## src/rtl/regfile_wb_pkg.sv

```systemverilog
// regfile_wb_pkg: shared widths, requester ids and holding-buffer type for the write-back arbiter
package regfile_wb_pkg;
  localparam int DATA_W = 32;
  localparam int ADDR_W = 4;
  localparam int NREG = 1 << ADDR_W;
  typedef enum logic {REQ_ALU, REQ_MEM} req_e;
  typedef struct packed {
    logic              full;
    logic [ADDR_W-1:0] dreg;
    logic [DATA_W-1:0] data;
  } wb_buf_t;
endpackage

```

## src/rtl/wb_scoreboard.sv

```systemverilog
// wb_scoreboard: per-register pending bits with set-over-clear precedence and operand hazard lookup
module wb_scoreboard
  import regfile_wb_pkg::*;
(
  input  logic              clk,
  input  logic              reset,
  input  logic              set_en,
  input  logic [ADDR_W-1:0] set_dreg,
  input  logic              clr_en,
  input  logic [ADDR_W-1:0] clr_dreg,
  input  logic [ADDR_W-1:0] rd_op1,
  input  logic [ADDR_W-1:0] rd_op2,
  output logic              hazard,
  output logic [NREG-1:0]   busy_mask
);
  logic [NREG-1:0] pending_q, pending_d;
  // set applied after clear: a newer issue to the same register stays outstanding
  always_comb begin
    pending_d = pending_q;
    if (clr_en) pending_d[clr_dreg] = 1'b0;
    if (set_en) pending_d[set_dreg] = 1'b1;
  end
  always_ff @(posedge clk) pending_q <= !reset ? '0 : pending_d;
  assign busy_mask = pending_q;
  assign hazard = pending_q[rd_op1] | pending_q[rd_op2];
endmodule

```

## src/rtl/regfile_wb_arbiter.sv

```systemverilog
// regfile_wb_arbiter: round-robin sharing of the register-file write port between ALU and load unit
module regfile_wb_arbiter
  import regfile_wb_pkg::*;
(
  input  logic              clk,
  input  logic              reset,
  input  logic              alu_valid,
  output logic              alu_ready,
  input  logic [ADDR_W-1:0] alu_dreg,
  input  logic [DATA_W-1:0] alu_data,
  input  logic              mem_valid,
  output logic              mem_ready,
  input  logic [ADDR_W-1:0] mem_dreg,
  input  logic [DATA_W-1:0] mem_data,
  output logic              rf_we,
  output logic [ADDR_W-1:0] rf_dreg,
  output logic [DATA_W-1:0] rf_wdata,
  input  logic              issue_valid,
  input  logic [ADDR_W-1:0] issue_dreg,
  input  logic [ADDR_W-1:0] rd_op1,
  input  logic [ADDR_W-1:0] rd_op2,
  output logic              hazard,
  output logic [NREG-1:0]   busy_mask
);
  wb_buf_t           alu_q, alu_d, mem_q, mem_d;
  req_e              rr_last_q, rr_last_d;
  logic              rf_we_q, rf_we_d;
  logic [ADDR_W-1:0] rf_dreg_q, rf_dreg_d;
  logic [DATA_W-1:0] rf_wdata_q, rf_wdata_d;
  logic              alu_gnt, mem_gnt;
  // a granted buffer drains this cycle, so it can accept a refill at the same edge
  always_comb begin
    alu_gnt = alu_q.full & (!mem_q.full | (rr_last_q == REQ_MEM));
    mem_gnt = mem_q.full & (!alu_q.full | (rr_last_q == REQ_ALU));
    alu_ready = reset & (!alu_q.full | alu_gnt);
    mem_ready = reset & (!mem_q.full | mem_gnt);
    alu_d = (alu_valid & alu_ready) ? {1'b1, alu_dreg, alu_data}
                                    : {alu_q.full & !alu_gnt, alu_q.dreg, alu_q.data};
    mem_d = (mem_valid & mem_ready) ? {1'b1, mem_dreg, mem_data}
                                    : {mem_q.full & !mem_gnt, mem_q.dreg, mem_q.data};
    rf_we_d = alu_gnt | mem_gnt;
    rf_dreg_d = alu_gnt ? alu_q.dreg : mem_gnt ? mem_q.dreg : rf_dreg_q;
    rf_wdata_d = alu_gnt ? alu_q.data : mem_gnt ? mem_q.data : rf_wdata_q;
    rr_last_d = alu_gnt ? REQ_ALU : mem_gnt ? REQ_MEM : rr_last_q;
  end
  always_ff @(posedge clk) begin
    if (!reset) begin
      alu_q <= '0;
      mem_q <= '0;
      rr_last_q <= REQ_MEM;
      rf_we_q <= 1'b0;
      rf_dreg_q <= '0;
      rf_wdata_q <= '0;
    end else begin
      alu_q <= alu_d;
      mem_q <= mem_d;
      rr_last_q <= rr_last_d;
      rf_we_q <= rf_we_d;
      rf_dreg_q <= rf_dreg_d;
      rf_wdata_q <= rf_wdata_d;
    end
  end
  assign rf_we = rf_we_q;
  assign rf_dreg = rf_dreg_q;
  assign rf_wdata = rf_wdata_q;
  wb_scoreboard u_sb (
    .clk       (clk),
    .reset     (reset),
    .set_en    (issue_valid),
    .set_dreg  (issue_dreg),
    .clr_en    (rf_we_q),
    .clr_dreg  (rf_dreg_q),
    .rd_op1    (rd_op1),
    .rd_op2    (rd_op2),
    .hazard    (hazard),
    .busy_mask (busy_mask)
  );
endmodule

```

## config.mk

```make
export PLATFORM = sky130hd
export DESIGN_NAME = regfile_wb_arbiter
export DESIGN_NICKNAME = d
export VERILOG_FILES = /design/src/rtl/regfile_wb_pkg.sv /design/src/rtl/wb_scoreboard.sv /design/src/rtl/regfile_wb_arbiter.sv
export SDC_FILE = /design/constraint.sdc
export NUM_CORES = 1
export LEC_CHECK = 0
export BUFFER_PORTS_ARGS = -buffer_cell sky130_fd_sc_hd__buf_2
export CAP_MARGIN = 5
export CORE_UTILIZATION = 30
export CTS_BUF_LIST = sky130_fd_sc_hd__clkbuf_8
export DETAILED_ROUTE_END_ITERATION = 8
export SLEW_MARGIN = 20
export SYNTH_ARGS = -nofsm -noshare
export SYNTH_HDL_FRONTEND = slang
export SYNTH_HIERARCHICAL = 1
export SYNTH_SLANG_ARGS = --single-unit
```

## constraint.sdc

```tcl
create_clock -name clk -period 3.4 [get_ports clk]
set_clock_uncertainty 0.1 [all_clocks]
set_input_delay 0 -clock clk [delete_from_list [all_inputs] [get_ports clk]]
set_output_delay 0 -clock clk [all_outputs]
set_load 0.005 [all_outputs]
```

# Yosys cells after proc, flatten, opt, wreduce, memory -nomap -nowiden
# Index checks and enable logic that the tools add are counted.
dict set report classes {
  bitwise 18
  muxes 18
  reduce_logical 7
  magnitude_cmp 6
}
# operator count
set op_table {}
lappend op_table {{37-bit two-way mux} 2}
lappend op_table {{32-bit two-way mux} 2}
lappend op_table {{16-bit two-way mux} 2}
lappend op_table {{4-bit by 5-bit < comparator with 1-bit output (second input constant)} 4}
lappend op_table {{16-bit AND} 1}
lappend op_table {{16-bit inverter} 1}
lappend op_table {{16-bit OR} 1}
lappend op_table {{1-bit AND} 8}
lappend op_table {{1-bit binary-select mux with 4-bit select} 2}
lappend op_table {{1-bit demux with 4-bit select} 2}
lappend op_table {{4-bit by 1-bit greater-or-equal comparator with 1-bit output (second input constant)} 2}
lappend op_table {{4-bit two-way mux} 2}
lappend op_table {{1-bit two-way mux} 6}
lappend op_table {{1-bit OR} 6}
lappend op_table {{1-bit zero test} 4}
lappend op_table {{1-bit logical AND} 2}
lappend op_table {{2-bit nonzero test} 1}
lappend op_table {{1-bit inverter} 1}
dict set report totals {
  wordCells 60
  inputBits 89
  reg_bits 128
  out_inout_bits 56
}

# Depth between registers and ports, before layout
dict set report depth {
  ltp_word 9
  ltp_mapped 5
  depth_no_buf 4
}

# Cells and area by module
# Netlist, hierarchy kept.
# mod n_inst cells_per_inst area_each_um2 seq_area_each_um2
set modules_own_cells {}
lappend modules_own_cells {regfile_wb_arbiter 1 446 4388.0 2242.2}
lappend modules_own_cells {wb_scoreboard 1 102 984.7 320.3}

# Least setup slack after synthesis
# OpenSTA, ideal clock, no wires.
dict set report synth_timing {
  kind {register to register}
  from {register alu_q[36] (netlist name)}
  to {register rf_dreg_q[0], in the netlist rf_dreg[0]}
  period_less_slack_ns 1.466
  n_path_buf 2
  required_time_ns 3.178
  setup_ns 0.122
  path_stages_with_launch 6
  t_arrival_ns 1.244
  path_slack_ns 1.934
  path_cell_list {dfxtp_1 -> nand2_1 -> and3_1 -> buf_2 -> buf_6 -> a221o_1}
}
dict set report synth_between {
  elab_chain_cells 4
  elab_cells_between_ends 6
  classes_between {mux (1); bitwise (3); reduce/logical (2)}
}
# item line
set synth_rtl {}
lappend synth_rtl {{start, declared} regfile_wb_arbiter.sv:25} ;# wb_buf_t alu_q, alu_d, mem_q, mem_d;
lappend synth_rtl {{start signal, assigned} regfile_wb_arbiter.sv:55} ;# alu_q <= alu_d;
lappend synth_rtl {{1-bit zero test} regfile_wb_arbiter.sv:34} ;# mem_gnt = mem_q.full & (!alu_q.full | (rr_last_q == REQ_ALU));
lappend synth_rtl {{1-bit OR} regfile_wb_arbiter.sv:34}
lappend synth_rtl {{1-bit AND} regfile_wb_arbiter.sv:34}
lappend synth_rtl {{2-bit nonzero test (no source line)} -}
lappend synth_rtl {{end signal, assigned} regfile_wb_arbiter.sv:59} ;# rf_dreg_q <= rf_dreg_d;
lappend synth_rtl {{end, declared} regfile_wb_arbiter.sv:28} ;# logic [ADDR_W-1:0] rf_dreg_q, rf_dreg_d;
# Parallel ways exist; a longest one is shown, timed or not.
# A chain may end at the register's enable or synchronous reset.

# Worst setup path in the final report
dict set report layout_timing {
  from {register mem_q[36] (netlist name)}
  to {register mem_q[0] (netlist name)}
}
dict set report layout_between {
  elab_chain_cells 4
  elab_cells_between_ends 5
  classes_between {bitwise (4); reduce/logical (1)}
}
# item line
set layout_rtl {}
lappend layout_rtl {{start, declared} regfile_wb_arbiter.sv:25}
lappend layout_rtl {{start signal, assigned} regfile_wb_arbiter.sv:56} ;# mem_q <= mem_d;
lappend layout_rtl {{1-bit AND / 1-bit zero test (equally long branches)} {regfile_wb_arbiter.sv:34, regfile_wb_arbiter.sv:36}}
lappend layout_rtl {{1-bit OR *} regfile_wb_arbiter.sv:36} ;# mem_ready = reset & (!mem_q.full | mem_gnt);
lappend layout_rtl {{1-bit AND *} regfile_wb_arbiter.sv:36}
lappend layout_rtl {{1-bit AND *} regfile_wb_arbiter.sv:39} ;# mem_d = (mem_valid & mem_ready) ? {1'b1, mem_dreg, mem_data}
# Every way passes the cells marked *; elsewhere a longest branch is shown, timed or not.

==> impl_metrics.json <==
{
  "critical-path-slowest-cell": "and3_2",
  "ys_dominant_reg_cell": "dfxtp_1",
  "worst-path-max-fanout": 20,
  "synth_fp_nets": 637,
  "routed_wirelength_um": 14420,
  "layout.cells.most_common": "buf_2",
  "timing.max_cap.violations": 0,
  "tritoncts_num_sinks": 128,
  "slew-limit-headroom": 0.4754,
  "hold-path-endpoint": "mem_q[10]$_SDFFE_PN0P_",
  "r2r.worst_path.cells": 5,
  "clockBufferDepth": 2,
  "worstSetupStartpointType": "flop",
  "worstHoldPathType": "in -> reg",
  "fp.dieArea_um2": 18450,
  "final_cell_mix": "144 x buf_2, 128 x dfxtp_1, 89 x nand2_1",
  "timing.final.crit_share": 0.7520,
  "firstDrtPassIters": 7,
  "cts.root.buffer_cell": "clkbuf_8",
  "maximum_number_of_pins_on_one_net_before_global_route_repair": 47,
  "die_span_in_y_um": 135.8,
  "rsz0062_at_grt": "no",
  "mapped_cell_area_um2": 5373,
  "cp_num_buf_inv": 2,
  "critical_path.reg2reg.endpoint": "mem_q[0]$_SDFFE_PN0P_",
  "via_count": 4606,
  "worst_hold_path.num_cells": 4,
  "post-dp-hpwl_um": 9007,
  "fp-row-count": 48,
  "core_region_area_um2": 17420,
  "result_of_the_run": "completed",
  "vdd_ir_drop_max_mv": 0.2594,
  "drt_iter0_markers": 159,
  "postRouteAntennaNets": 0,
  "regToRegStartpoint": "mem_q[36]$_SDFF_PN0_",
  "timing.final.max_slew_violations": 0,
  "min_from": "mem_data[10]",
  "cpLargestDelayFamily": "buffers and inverters",
  "tritoncts.num_buffers": 17,
  "slowest_delay_ps": 600,
  "design.final.nets": 866,
  "grt_remaining_overflow": 0,
  "synth.ff_latch_count": 128,
  "post-route-min-period_ps": 2557,
  "path_clk_slew_ps": 80,
  "p_leak_uw": 0.003549,
  "hold_viol": 0,
  "clk_latency_ps": 440,
  "timing.critical_path.arrival_ps": 2840,
  "synth-edff-count": 0,
  "tightestPinTransition_ps": 785.1,
  "port_buffers": 144,
  "critical_path_class": "reg -> reg",
  "syn-mean-instance-area_um2": 9.804,
  "antenna_cells": 0,
  "initial_antenna_violation_count": 0,
  "filler_cell_count": 1720,
  "ys.warnings.count": 6,
  "io-pin-count": 145,
  "area.growth.synth_to_final_pct": 40.31,
  "final-setup-viol-count": 0,
  "post_cts.repair.setup_buffers": 0,
  "fraction_of_layout_cells_with_a_size_suffix_above_1": 0.2446,
  "gp_routability_congestion": 0.7446,
  "post_synth_num_cell_types": 30,
  "routedWlPerCell_um": 14.22,
  "gate_count_post_synth": 548,
  "fraction_of_the_yosys_area_taken_by_sequential_cells": 0.4769,
  "max_clock_freq_ghz": 0.3911,
  "reg2reg_setup_slack_ps": 840,
  "htree_levels": 4,
  "die_w_um": 135.8,
  "number_of_gates_given_a_new_drive_strength_after_cts": 0,
  "start_util": 0.3085,
  "drcViolationCount": 0,
  "async_flop_share": 0,
  "cts_tree": "done",
  "fin_tns_setup_ps": 0,
  "cp_data_required_time_ps": 3680,
  "vias_in_the_first_global_route": 4621,
  "final_core_utilization": 0.4328,
  "worst_setup_path_end_kind": "flop",
  "groute.usage.overall": 0.1609,
  "crit_path_cell_trace": "nand3_1 -> and3_2 -> buf_4 -> mux2i_1 -> dlygate4sd3_1",
  "route.detailed.vias_per_inst": 4.542,
  "powerDensity_nw_per_um2": 452.5,
  "grt_pass1_wl_um": 22750
}
==> flip-flops by register name, indices dropped and copies added (netlist names) <==
register	cells
mem_q	37
alu_q	37
rf_dreg	4
rf_wdata	32
rf_we	1
rr_last_q	1
u_sb/busy_mask	16
==> metrics by stage <==
step | instance area [um2] | instances | hold WS (ps) | setup WS, ps | power, uW
2_1_floorplan | 5373 | 548 | 35.57 | 1934 | 1867
3_3_place_gp | 6256 | 896 | 142.8 | 1394 | 2007
3_5_place_dp | 6256 | 896 | 146.5 | 1353 | 2011
4_1_cts | 7538 | 1014 | 192.7 | 837.7 | 3465
5_1_grt | 7538 | 1014 | 218.8 | 701.5 | 3570
6_report | 7538 | 1014 | 240.7 | 843.2 | 3411
==> worst max-delay path by stage <==
stage               slack (ps)                  from  cells after the start                      end
floorplan                 1930  alu_q[36]$_SDFF_PN0_                      5  rf_dreg[0]$_SDFFE_PN0P_
global placement          1390  mem_q[36]$_SDFF_PN0_                      4   mem_q[21]$_SDFFE_PN0P_
detailed placement        1350  mem_q[36]$_SDFF_PN0_                      4    mem_q[9]$_SDFFE_PN0P_
CTS                        840  mem_q[36]$_SDFF_PN0_                      5    mem_q[0]$_SDFFE_PN0P_
global route               700  mem_q[36]$_SDFF_PN0_                      5    mem_q[0]$_SDFFE_PN0P_
finish                     840  mem_q[36]$_SDFF_PN0_                      5    mem_q[0]$_SDFFE_PN0P_
==> Yosys cell counts (all sizes together) (7+ instances only) <==
| master | instances | area (um2) |
|---|---|---|
| dfxtp | 128 | 2562 |
| nand3 | 7 | 35.03 |
| o21ai | 17 | 85.08 |
| a21boi | 17 | 127.6 |
| clkbuf | 11 | 41.29 |
| inv | 76 | 285.3 |
| and2 | 39 | 244.0 |
| a221o | 36 | 360.4 |
| mux4 | 8 | 198.9 |
| buf | 17 | 146.4 |
| mux2i | 75 | 750.7 |
| nand2 | 89 | 334.1 |
==> where the power goes <==
part | internal [uW] | switching (uW)
Combinational | 221 | 181
Clock | 741 | 617
Sequential | 1600 | 57.3
Total | 2560 | 855
==> per-layer routing <==
layer	share of wire	routed length [um]	up-vias	GRT usage
met5	0	0	-	0
met1	0.46	6633	2161	0.1934
met4	0.016	227	0	0.06866
met2	0.48	6862	133	0.2713
met3	0.048	694	16	0.04027
li1	-	-	2296	-
==> cell type report <==
cell class                      instances  area (um2)  area share
Timing Repair Buffer                  238        1644      0.2181
Clock buffer                           18       247.7     0.03286
Clock inverter                         13       163.9     0.02174
Inverter                               76       285.3     0.03784
Tap cell                              225       281.5     0.03734
Multi-Input combinational cell        316        2354      0.3122
Sequential cell                       128        2562      0.3399
==> cell families (layout without fill, tap and decap cells) <==
kind of cell / count (synthesis) / in the layout / synth area share
multiplexers: 84 / 84 / 0.1789
flip-flops: 128 / 128 / 0.4769
AND/OR/NAND/NOR: 158 / 158 / 0.1428
buffers and inverters: 104 / 345 / 0.08803
AO/OA/AOI/OAI: 74 / 74 / 0.1134
==> timing repair <==
item	4_1_cts	5_1_grt
hold endpoints to repair	92	0
setup endpoints to repair	0	0
hold buffers	87	0
==> worst reg2reg max path, delay by kind of cell (launching register included) <==
family	cells	cell delay [ps]
buf+inv	2	1030
flops	1	410
mux	1	220
simple gates	2	760
Note: power is estimated with default switching activity, not from simulation.
